[config.mk]
export PLATFORM = sky130hd
export DESIGN_NAME = ysyx_22050550_issue_stage
export DESIGN_NICKNAME = d
export VERILOG_FILES = /design/src/rtl/ysyx_22050550_issue_stage.sv
export SDC_FILE = /design/constraint.sdc
export NUM_CORES = 1
export LEC_CHECK = 0
export BUFFER_PORTS_ARGS = -buffer_cell sky130_fd_sc_hd__buf_2
export CAP_MARGIN = 30
export CORE_AREA = 2 2 143 145
export CTS_CLUSTER_SIZE = 10
export DETAILED_ROUTE_END_ITERATION = 10
export DIE_AREA = 0 0 145 147
export PLACE_DENSITY = 0.74
export SLEW_MARGIN = 20
export SYNTH_ARGS = -nofsm -noshare
export SYNTH_HDL_FRONTEND = slang
export SYNTH_SLANG_ARGS = --single-unit
[constraint.sdc]
create_clock -name clock -period 2.65 [get_ports clock]
set_input_delay 0.6625 -clock clock [delete_from_list [all_inputs] [get_ports clock]]
set_output_delay 0.6625 -clock clock [all_outputs]
set_load 0.005 [all_outputs]
[src/rtl/ysyx_22050550_issue_stage.sv]
// Issue stage: a hold register waits for scoreboard RAW clearance, then claims rd
// and moves the instruction into an output register handshaked to the EXU.
module ysyx_22050550_issue_stage #(
  parameter int XLEN  = 64,
  parameter int CNT_W = 32
) (
  input  logic             clock,
  input  logic             reset,
  input  logic             in_valid,
  output logic             in_ready,
  input  logic [XLEN-1:0]  in_pc,
  input  logic [31:0]      in_inst,
  input  logic [4:0]       in_rs1,
  input  logic [4:0]       in_rs2,
  input  logic [4:0]       in_rd,
  input  logic             in_use_rs1,
  input  logic             in_use_rs2,
  input  logic             in_wen,
  output logic             sb_valid,
  output logic [4:0]       sb_raddr1,
  output logic [4:0]       sb_raddr2,
  output logic [4:0]       sb_waddr,
  output logic             sb_wen,
  input  logic             sb_busy1,
  input  logic             sb_busy2,
  input  logic             flush,
  output logic             out_valid,
  input  logic             out_ready,
  output logic [XLEN-1:0]  out_pc,
  output logic [31:0]      out_inst,
  output logic [4:0]       out_rs1,
  output logic [4:0]       out_rs2,
  output logic [4:0]       out_rd,
  output logic             out_wen,
  output logic [CNT_W-1:0] stall_cnt
);

  logic            h_valid_reg;
  logic [XLEN-1:0] h_pc_reg;
  logic [31:0]     h_inst_reg;
  logic [4:0]      h_rs1_reg;
  logic [4:0]      h_rs2_reg;
  logic [4:0]      h_rd_reg;
  logic            h_use_rs1_reg;
  logic            h_use_rs2_reg;
  logic            h_wen_reg;

  logic            out_valid_reg;
  logic [XLEN-1:0] out_pc_reg;
  logic [31:0]     out_inst_reg;
  logic [4:0]      out_rs1_reg;
  logic [4:0]      out_rs2_reg;
  logic [4:0]      out_rd_reg;
  logic            out_wen_reg;

  logic [CNT_W-1:0] stall_cnt_reg;

  logic hazard;
  logic o_free;
  logic issue;
  logic accept;

  always_comb begin
    hazard   = h_valid_reg & ((h_use_rs1_reg & sb_busy1) | (h_use_rs2_reg & sb_busy2));
    o_free   = !out_valid_reg | out_ready;
    issue    = h_valid_reg & !hazard & o_free & !flush;
    in_ready = !reset & !flush & (!h_valid_reg | issue);
    accept   = in_valid & in_ready;
    // x0 is hardwired, so it must never be marked busy
    sb_wen   = issue & h_wen_reg & (h_rd_reg != 5'd0);
  end

  always_ff @(posedge clock) begin
    if (reset) begin
      h_valid_reg   <= 1'b0;
      h_pc_reg      <= '0;
      h_inst_reg    <= '0;
      h_rs1_reg     <= '0;
      h_rs2_reg     <= '0;
      h_rd_reg      <= '0;
      h_use_rs1_reg <= 1'b0;
      h_use_rs2_reg <= 1'b0;
      h_wen_reg     <= 1'b0;
      out_valid_reg <= 1'b0;
      out_pc_reg    <= '0;
      out_inst_reg  <= '0;
      out_rs1_reg   <= '0;
      out_rs2_reg   <= '0;
      out_rd_reg    <= '0;
      out_wen_reg   <= 1'b0;
      stall_cnt_reg <= '0;
    end else begin
      if (accept) begin
        h_valid_reg   <= 1'b1;
        h_pc_reg      <= in_pc;
        h_inst_reg    <= in_inst;
        h_rs1_reg     <= in_rs1;
        h_rs2_reg     <= in_rs2;
        h_rd_reg      <= in_rd;
        h_use_rs1_reg <= in_use_rs1;
        h_use_rs2_reg <= in_use_rs2;
        h_wen_reg     <= in_wen;
      end else if (issue || flush) begin
        h_valid_reg <= 1'b0;
      end

      if (issue) begin
        out_valid_reg <= 1'b1;
        out_pc_reg    <= h_pc_reg;
        out_inst_reg  <= h_inst_reg;
        out_rs1_reg   <= h_rs1_reg;
        out_rs2_reg   <= h_rs2_reg;
        out_rd_reg    <= h_rd_reg;
        out_wen_reg   <= h_wen_reg;
      end else if (out_ready) begin
        out_valid_reg <= 1'b0;
      end

      if (hazard && !flush && (stall_cnt_reg != {CNT_W{1'b1}})) begin
        stall_cnt_reg <= stall_cnt_reg + 1'b1;
      end
    end
  end

  assign sb_valid  = h_valid_reg;
  assign sb_raddr1 = h_rs1_reg;
  assign sb_raddr2 = h_rs2_reg;
  assign sb_waddr  = h_rd_reg;
  assign out_valid = out_valid_reg;
  assign out_pc    = out_pc_reg;
  assign out_inst  = out_inst_reg;
  assign out_rs1   = out_rs1_reg;
  assign out_rs2   = out_rs2_reg;
  assign out_rd    = out_rd_reg;
  assign out_wen   = out_wen_reg;
  assign stall_cnt = stall_cnt_reg;

endmodule

==> metrics.txt, run 1 <==
Reg-to-Reg End=stall_cnt[11]; min-delay src=in_inst[9]; via count=8780; CTS Hold Bufs=0; mux share of post-synthesis cell area=0.00577; 1st-pass router iterations=4; critical-path cell list=a22oi_1 > buf_4 > nand3_4 > nor2_1 > buf_2; VDD IR-drop max=0.477 mV; outcome=complete, no violations; Die Area=21300 um^2; Clock power frac=0.443; DRC violations left=0; Worst Hold Class=input port to flop; clock root cell=clkbuf_16; Skew-Pair Late Insertion Delay=0.53 ns; gr ovfl total=0; reg2reg start=stall_cnt[9]; Netlist cell types=46; CP arrival=1.87 ns; Mapped Nets=1322; final wirelength=24900 um; gpl congestion=0.872; Die H=147 um; FFs w/ async S/R, synth=0; clock sink total=260; hold path cells=3; synthesized area per cell=8.13 um^2; Slew @ Worst Pin=0.651 ns; initial core utilization=0.492; commonest non-fill, non-tap cell in the layout=nand2_1; fin crit share=0.957; post-layout min period=2.54 ns; Vias/cell=5.06; Post-Synth Adder-Cell Area=0.00128; Final TNS setup=0 ns; GRT Util Overall=0.224; Cell Rows=52; Max Slew Vio Count=0; largest net degree at the start of global routing=162; DRT antenna net count=0; switching share of total power=0.215; layout cells sized above 1=0.245; Worst EP required=1.99 ns; PostCTS Resize Cnt=0; FF-to-FF setup slack=0.29 ns; synthesis-to-layout area growth=26.4%; Die Width=145 um; first-pass GRT wire length=40200 um; most frequent cells in the layout=nand2_1, buf_2, dfxtp_1; Inserted Clock Buffers=30; leak pwr=0.00496 uW; final setup fails=0; routed wire length per instance=14.3 um; vias in the first global route=8260; pwr/cell area=652 nW/um^2; Rel. slew slack=0.566; htree depth=1; Hold EP=h_inst_reg[9]; Seq pwr share=0.507; IO buf count=283; WS Path Type=flop to primary output; #FFs+latches synth=260; Clock Skews=0.00531 ns; Reg clk slew, reported paths=0.05 ns; Pint=6310 uW; Design Power=8050 uW; antenna violations before repair=3; maxcap violations=0; Comb pwr share=0.050; largest family of logic cells by synthesized area=simple AND/OR/NAND/NOR gates; core area=19800 um^2; mapped cell area=9760 um^2; HPWL Detailed=16500 um; register area=5200 um^2; sequential area share after synthesis=0.533; RSZ-0062 raised after global routing=no; Setup Fix Bufs, Post-CTS=0; fmax=394 MHz; Crit path largest cell delay=0.40 ns; 1st-iter DRT viols=420; fill count=1794; final hold violation count=0; CTS tree=built; Register-to-Register Path Depth=6; Post-Synth XOR/XNOR Area=0.00269; critical path startpoint category=flop; simple-gate share of the synthesized area=0.269; EDFF count, synth=0; area occupied by multi-input gates=4210 um^2; clock buffer depth=3; nets=1579; CP Max Fanout=3; Compound-Gate Fraction of Synth Area=0.151; nature of the critical path endpoint=primary output; NetSw=1730 uW; I/O pin cnt=284; instance count of the mapped netlist=1200; Worst path slowest cell=a22oi_1; Ys Warns=0; Main synth FF type=dfxtp_1
-- worst max-delay path by stage --
| stage | from | to | slack [ns] | cells after the start |
|---|---|---|---|---|
| 2_1_floorplan | sb_busy1 | h_pc_reg[24] | 0.35 | 7 |
| 3_3_place_gp | sb_busy1 | sb_wen | 0.20 | 6 |
| 3_5_place_dp | sb_busy1 | h_inst_reg[31] | 0.19 | 7 |
| 4_1_cts | h_use_rs1_reg | sb_wen | 0.06 | 5 |
| 5_1_grt | h_use_rs1_reg | sb_wen | 0.009 | 5 |
| 6_report | h_use_rs1_reg | sb_wen | 0.11 | 5 |
-- per-stage QoR --
stage	util	std cells	area (um^2)	hold slack, ns	setup slack, ns
floorplan	-	1200	9760	0.432	0.353
global placement	0.580	1695	11500	0.435	0.201
detailed placement	0.580	1695	11500	0.443	0.192
CTS	0.621	1732	12300	0.295	0.0599
global route	0.622	1735	12300	0.306	0.00915
finish	0.622	1735	12300	0.319	0.113
-- cell usage after synthesis, drive strengths merged (2+ instances only) --
cell type  count  share of area
nand2        353           0.14
dfxtp        260           0.53
a21oi        134          0.069
o21ai        130          0.067
nand2b       119          0.077
clkbuf        61          0.023
buf           24          0.013
nor2          14         0.0054
or3           14         0.0090
nand3         12         0.0062
nand4          8         0.0058
nor4           8         0.0073
nor2b          7         0.0045
o31ai          7         0.0054
or4            7         0.0058
nor3           6         0.0031
and3           5         0.0032
inv            4         0.0015
mux2           4         0.0058
and4           3         0.0027
a211oi         2         0.0015
o2111ai        2         0.0018
xor2           2         0.0018
-- layout make-up --
cell class / count / share of cell area
Timing Repair Buffer: 310 / 0.141
Antenna cell: 3 / 0.000609
Sequential cell: 260 / 0.422
Clock inverter: 1 / 0.000406
Multi-Input combinational cell: 851 / 0.341
Tap cell: 270 / 0.0274
Clock buffer: 36 / 0.0660
Inverter: 4 / 0.00122
-- metal layers --
| metal | global-route usage | share of wire | vias up |
|---|---|---|---|
| met4 | 0.0871 | 0.035 | 0 |
| met5 | 0 | 0 | - |
| met1 | 0.275 | 0.42 | 3974 |
| li1 | - | - | 4461 |
| met2 | 0.380 | 0.47 | 279 |
| met3 | 0.0590 | 0.072 | 66 |
-- power by group through the flow --
stage               combinational (uW)  clock, uW  sequential [uW]
global route                       454       3810             4090
global placement                   401          0             4160
detailed placement                 407          0             4160
CTS                                410       3660             4080
finish                             405       3560             4080
floorplan                          215          0             4150
-- cells by family after synthesis --
family                   count (synthesis)
AND/OR/NAND/NOR                        560
AO/OA/AOI/OAI                          283
flip-flops                             260
buffers and inverters                   89
multiplexers                             4
XOR/XNOR                                 3
adder cells (fa/ha/maj)                  1
-- worst max-delay path, delay by kind of cell (launching register included) --
kind / cells / cell delay (ns)
simple gates: 2 / 0.26
compound gates: 1 / 0.40
buf+inv: 2 / 0.35
flops: 1 / 0.32
Power figures use the tool's default switching activity.
==> run 2: changes to the inputs <==
- BUFFER_PORTS_ARGS: -buffer_cell sky130_fd_sc_hd__buf_2 -> default
- DONT_BUFFER_PORTS: default -> 1
- PLACE_DENSITY: 0.74 -> 0.61
==> metrics.txt, run 2 (synthesis gave the netlist of run 1 again) <==
outcome=complete, no violations; final setup fails=0 (unchanged); WS Path Type=flop to primary output; Fin Hold WS=0.206 ns (-0.113 ns); Post-Route Utilization=0.542 (-0.0798); CP arrival=1.87 ns (about the same); Die Area=21300 um^2 (unchanged); Skew-Pair Late Insertion Delay=0.53 ns (about the same); Crit path largest cell delay=0.53 ns (+0.13 ns); critical path startpoint category=flop; Setup Fix Bufs, Post-CTS=0 (unchanged); gpl congestion=0.781 (-10%); NetSw=1600 uW (-7.6%); layout cells sized above 1=0.0574 (-0.188); pwr/cell area=710 nW/um^2 (+8.8%); Worst Hold Class=input port to flop; Clock power frac=0.435 (-0.008); HPWL Detailed=14600 um (-12%); Design Power=7630 uW (-5.2%); synthesis-to-layout area growth=10.2%; nets=1291 (-18%); leak pwr=0.00350 uW (-29%); DRT antenna net count=0 (unchanged); crit path from=sb_waddr[0]; final wirelength=23300 um (-6.4%); 1st-pass router iterations=5 (+1); Clock Skews=0.0139 ns (+0.00856 ns); 1st-iter DRT viols=445 (+6.0%); nature of the critical path endpoint=primary output; GRT Util Overall=0.209 (-0.0159); first-pass GRT wire length=37000 um (-8.0%); I/O pin cnt=284 (unchanged); antenna violations before repair=0 (-3); Reg clk slew, reported paths=0.05 ns (about the same); clock root cell=clkbuf_16; CP Max Fanout=4 (+1); Max Slew Vio Count=0 (unchanged); Buf/Inv on CP=1 (-1); diode count=0 (-3); most frequent cells in the layout=nand2_1, dfxtp_1, a21oi_1; vias in the first global route=6893 (-17%); reg2reg start=stall_cnt[9]; VDD IR-drop max=0.516 mV (+8.2%); htree depth=1 (unchanged); maxcap violations=0 (unchanged); Worst path slowest cell=or4_1; RSZ-0062 raised after global routing=no; DRC violations left=0 (unchanged); CP top delay family=simple AND/OR/NAND/NOR gates; commonest non-fill, non-tap cell in the layout=nand2_1; Comb pwr share=0.029 (-0.021); IO buf count=0 (-100%); Cell Rows=52 (unchanged); Inserted Clock Buffers=29 (-3.3%); Worst EP required=1.99 ns (about the same); pre-CTS setup slack=0.220 ns (+0.0279 ns); Die Width=145 um (unchanged); core area=19800 um^2 (unchanged); switching share of total power=0.210 (-0.00552); fmax=395 MHz (+0.27%); via count=7530 (-14%); clock sink total=260 (unchanged); CTS tree=built; initial core utilization=0.492 (unchanged); Pint=6030 uW (-4.5%); min-delay src=reset; Rel. slew slack=0.606 (+0.0403); PostCTS Resize Cnt=0 (unchanged); post-layout min period=2.53 ns (-0.00677 ns); largest net degree at the start of global routing=269 (+66%); Die H=147 um (unchanged); Setup WS post-layout=0.120 ns (+0.00677 ns); final hold violation count=0 (unchanged); routed wire length per instance=16.2 um (+13%); Slew @ Worst Pin=0.591 ns (-0.0605 ns); critical-path cell list=or4_1 > o21ai_0 > nor2_1 > buf_4; fin crit share=0.955 (-0.00256); gr ovfl total=0 (unchanged); Final TNS setup=0 ns (unchanged); CTS Hold Bufs=0 (unchanged); Seq pwr share=0.536 (+0.029); clock buffer depth=3 (unchanged); Vias/cell=5.24 (+3.5%)
run 2: cell types whose count changed in the layout (fill, tap and decap cells not counted), sizes merged:
cell | previous run | this run
clkinv | 1 | 0
inv | 4 | 5
diode | 3 | 0
clkbuf | 36 | 29
buf | 310 | 23
run 2: final timing paths:
path	slack [ns]	cells after the start	end
max reg2reg	0.36	6	stall_cnt[11]
max	0.12	4	sb_wen
min	0.21	1	out_pc[38]
min reg2reg	0.44	2	out_pc[34]
run 2: layer usage:
metal / wire length [um] / vias to the layer above / track usage
met4: 594 / 0 / 0.0619
li1: - / 3885 / -
met3: 2440 / 38 / 0.0854
met5: 0 / - / 0
met1: 9570 / 3374 / 0.261
met2: 10700 / 233 / 0.332
run 2: power by group through the flow:
| stage | combinational (uW) | clock [uW] | sequential, uW |
|---|---|---|---|
| floorplan | 215 | 0 | 4150 |
| global placement | 217 | 0 | 4170 |
| detailed placement | 223 | 0 | 4170 |
| CTS | 224 | 3430 | 4090 |
| global route | 255 | 3590 | 4100 |
| finish | 221 | 3320 | 4090 |
run 2: final cells by class:
| type | instances | area (um^2) |
|---|---|---|
| fill | 1924 | 9090 |
| sequential | 260 | 5200 |
| multi-input combinational | 851 | 4210 |
| clock buffer | 29 | 726 |
| tap | 270 | 338 |
| timing repair buffer | 23 | 248 |
| inverter | 4 | 15.0 |
| clock inverter | 1 | 8.76 |
run 2: worst register-to-register path, stage by stage, from the launching register on:
cell     delay [ns]
dfxtp_1        0.44
nand4_2        0.24
or4_4          0.64
nor4_4         0.35
buf_4          0.25
nor4_1         0.07
o21ba_2        0.19
run 2: per-stage QoR:
stage / cell area, um^2 / instances
2_1_floorplan: 9760 / 1200
3_3_place_gp: 10000 / 1408
3_5_place_dp: 10000 / 1408
4_1_cts: 10800 / 1438
5_1_grt: 10800 / 1438
6_report: 10800 / 1438
==> run 3: changes to the inputs <==
--- a/config.mk
+++ b/config.mk
@@ -6,4 +6,5 @@
 export NUM_CORES = 1
 export LEC_CHECK = 0
+export BUFFER_PORTS_ARGS = -buffer_cell sky130_fd_sc_hd__buf_2
 export CAP_MARGIN = 30
 export CORE_AREA = 2 2 143 145
@@ -11,6 +12,5 @@
 export DETAILED_ROUTE_END_ITERATION = 10
 export DIE_AREA = 0 0 145 147
-export DONT_BUFFER_PORTS = 1
-export PLACE_DENSITY = 0.61
+export PLACE_DENSITY = 0.74
 export SLEW_MARGIN = 20
 export SYNTH_ARGS = -nofsm -noshare
==> constraint.sdc (replaced) <==
create_clock -name clock -period 3.07 [get_ports clock]
set_input_delay 0.7675 -clock clock [delete_from_list [all_inputs] [get_ports clock]]
set_output_delay 0.7675 -clock clock [all_outputs]
set_load 0.02 [all_outputs]
==> metrics.txt, run 3 (synthesis gave the netlist of run 1 again) <==
outcome=complete, no violations; dpl cells=1688 (+20%); final wirelength=25100 um (+7.7%); critical-path cell list=buf_2 > a22oi_1 > buf_4 > nand3_4 > nor2_1 > buf_2; final setup fails=0 (unchanged); Comb pwr share=0.053 (+0.024); gr ovfl total=0 (unchanged); leak pwr=0.00492 uW (+40%); PostCTS Resize Cnt=0 (unchanged); via count=8730 (+16%); DRT antenna net count=0 (unchanged); pwr/cell area=569 nW/um^2 (-20%); maxcap violations=0 (unchanged); 1st-iter DRT viols=459 (+3.1%); CTS tree=built; critical path startpoint category=input port; post-layout min period=2.61 ns; routed wire length per instance=14.5 um (-10%); layout cells sized above 1=0.243 (+0.185); CTS Hold Bufs=0 (unchanged); synthesis-to-layout area growth=25.7%; most frequent cells in the layout=nand2_1, buf_2, dfxtp_1; Cell Rows=52 (unchanged); Slew @ Worst Pin=0.715 ns (+0.124 ns); NetSw=1520 uW (-5.2%); Worst Hold Class=input port to flop; initial core utilization=0.492 (unchanged); VDD IR-drop max=0.442 mV (-14%); nets=1572 (+22%); Seq pwr share=0.504 (-0.032); Clock Skews=0.0119 ns (-0.00199 ns); nature of the critical path endpoint=primary output; Setup WS post-layout=0.458 ns (+0.339 ns); DRC violations left=0 (unchanged); vias in the first global route=8084 (+17%); Fin Hold WS=0.428 ns (+0.222 ns); Worst EP required=2.30 ns (+0.31 ns); Vias/cell=5.06 (-3.4%); antenna violations before repair=2 (+2); Die Width=145 um (unchanged); gpl congestion=0.818 (+4.8%); Die H=147 um (unchanged); IO buf count=283 (+283); pre-CTS setup slack=0.413 ns (+0.193 ns); RSZ-0062 raised after global routing=no; first-pass GRT wire length=40200 um (+8.5%); Clock power frac=0.443 (+0.008); largest net degree at the start of global routing=162 (-40%); GRT Util Overall=0.225 (+0.0165); 1st-pass router iterations=7 (+2); I/O pin cnt=284 (unchanged); Max Slew Vio Count=0 (unchanged); HPWL Detailed=16400 um (+12%); commonest non-fill, non-tap cell in the layout=nand2_1; final std cells w/o fill=1726 (+20%); Reg clk slew, reported paths=0.05 ns (about the same); fmax=383 MHz; clock root cell=clkbuf_16; Worst path slowest cell=a22oi_1; CP most frequent cell=buf_2; Setup Fix Bufs, Post-CTS=0 (unchanged); Crit path largest cell delay=0.37 ns (-0.16 ns); core area=19800 um^2 (unchanged); Inserted Clock Buffers=30 (+3.4%); CP arrival=1.84 ns (-0.03 ns); htree depth=1 (unchanged); Skew-Pair Late Insertion Delay=0.53 ns (about the same); switching share of total power=0.217 (+0.00755); WS Path Type=input port to primary output; Final TNS setup=0 ns (unchanged); clock buffer depth=3 (unchanged); Pint=5460 uW (-9.4%); clock sink total=260 (unchanged); Die Area=21300 um^2 (unchanged); Rel. slew slack=0.523 (-0.0830); fin crit share=0.851; final hold violation count=0 (unchanged); CP Max Fanout=5 (+1)
## run 3: cell count changes in the layout (fill, tap and decap cells not counted), sizes merged
| cell | before | now |
|---|---|---|
| clkbuf | 29 | 35 |
| diode | 0 | 2 |
| inv | 5 | 4 |
| clkinv | 0 | 1 |
| buf | 23 | 303 |
## run 3: cell type report
| type | count | area [um^2] |
|---|---|---|
| fillers | 1788 | 7580 |
| flip-flops and latches | 260 | 5200 |
| multi-input cells | 851 | 4220 |
| repair buffers | 303 | 1660 |
| clock buffers | 35 | 821 |
| well taps | 270 | 338 |
| inverters | 4 | 15.0 |
| clock inverters | 1 | 5.00 |
| diodes | 2 | 5.00 |
## run 3: final timing paths
| kind | start | to | slack (ns) | cells past startpoint |
|---|---|---|---|---|
| setup / recovery | sb_busy1 | sb_wen | 0.46 | 6 |
| hold / removal | in_pc[41] | h_pc_reg[41] | 0.43 | 3 |
| setup reg to reg | stall_cnt[8] | stall_cnt[4] | 0.63 | 6 |
| hold reg to reg | h_inst_reg[27] | out_inst[27] | 0.45 | 2 |
## run 3: metal layers
layer  up-vias  global-route usage  wire length (um)
met5         -                   0                 0
met2       237               0.384             12000
met4         0              0.0639               544
li1       4456                   -                 -
met1      3996               0.278             10600
met3        41              0.0658              1920
## run 3: power by group through the flow
stage	Clock (uW)	Combinational (uW)	Sequential [uW]
finish	3090	371	3520
global route	3320	413	3530
CTS	3160	375	3520
detailed placement	0	371	3590
global placement	0	368	3590
floorplan	0	187	3610
## run 3: per-stage QoR
stage	cell area [um^2]	utilization	power, uW
global placement	11400	0.576	3960
finish	12300	0.618	6980
floorplan	9760	-	3790
CTS	12300	0.618	7060
detailed placement	11400	0.576	3960
global route	12300	0.618	7260
## run 3: critical path: cells and delay by family
kind            cells  cell delay [ns]
buf+inv             3             0.50
compound gates      1             0.37
simple gates        2             0.20
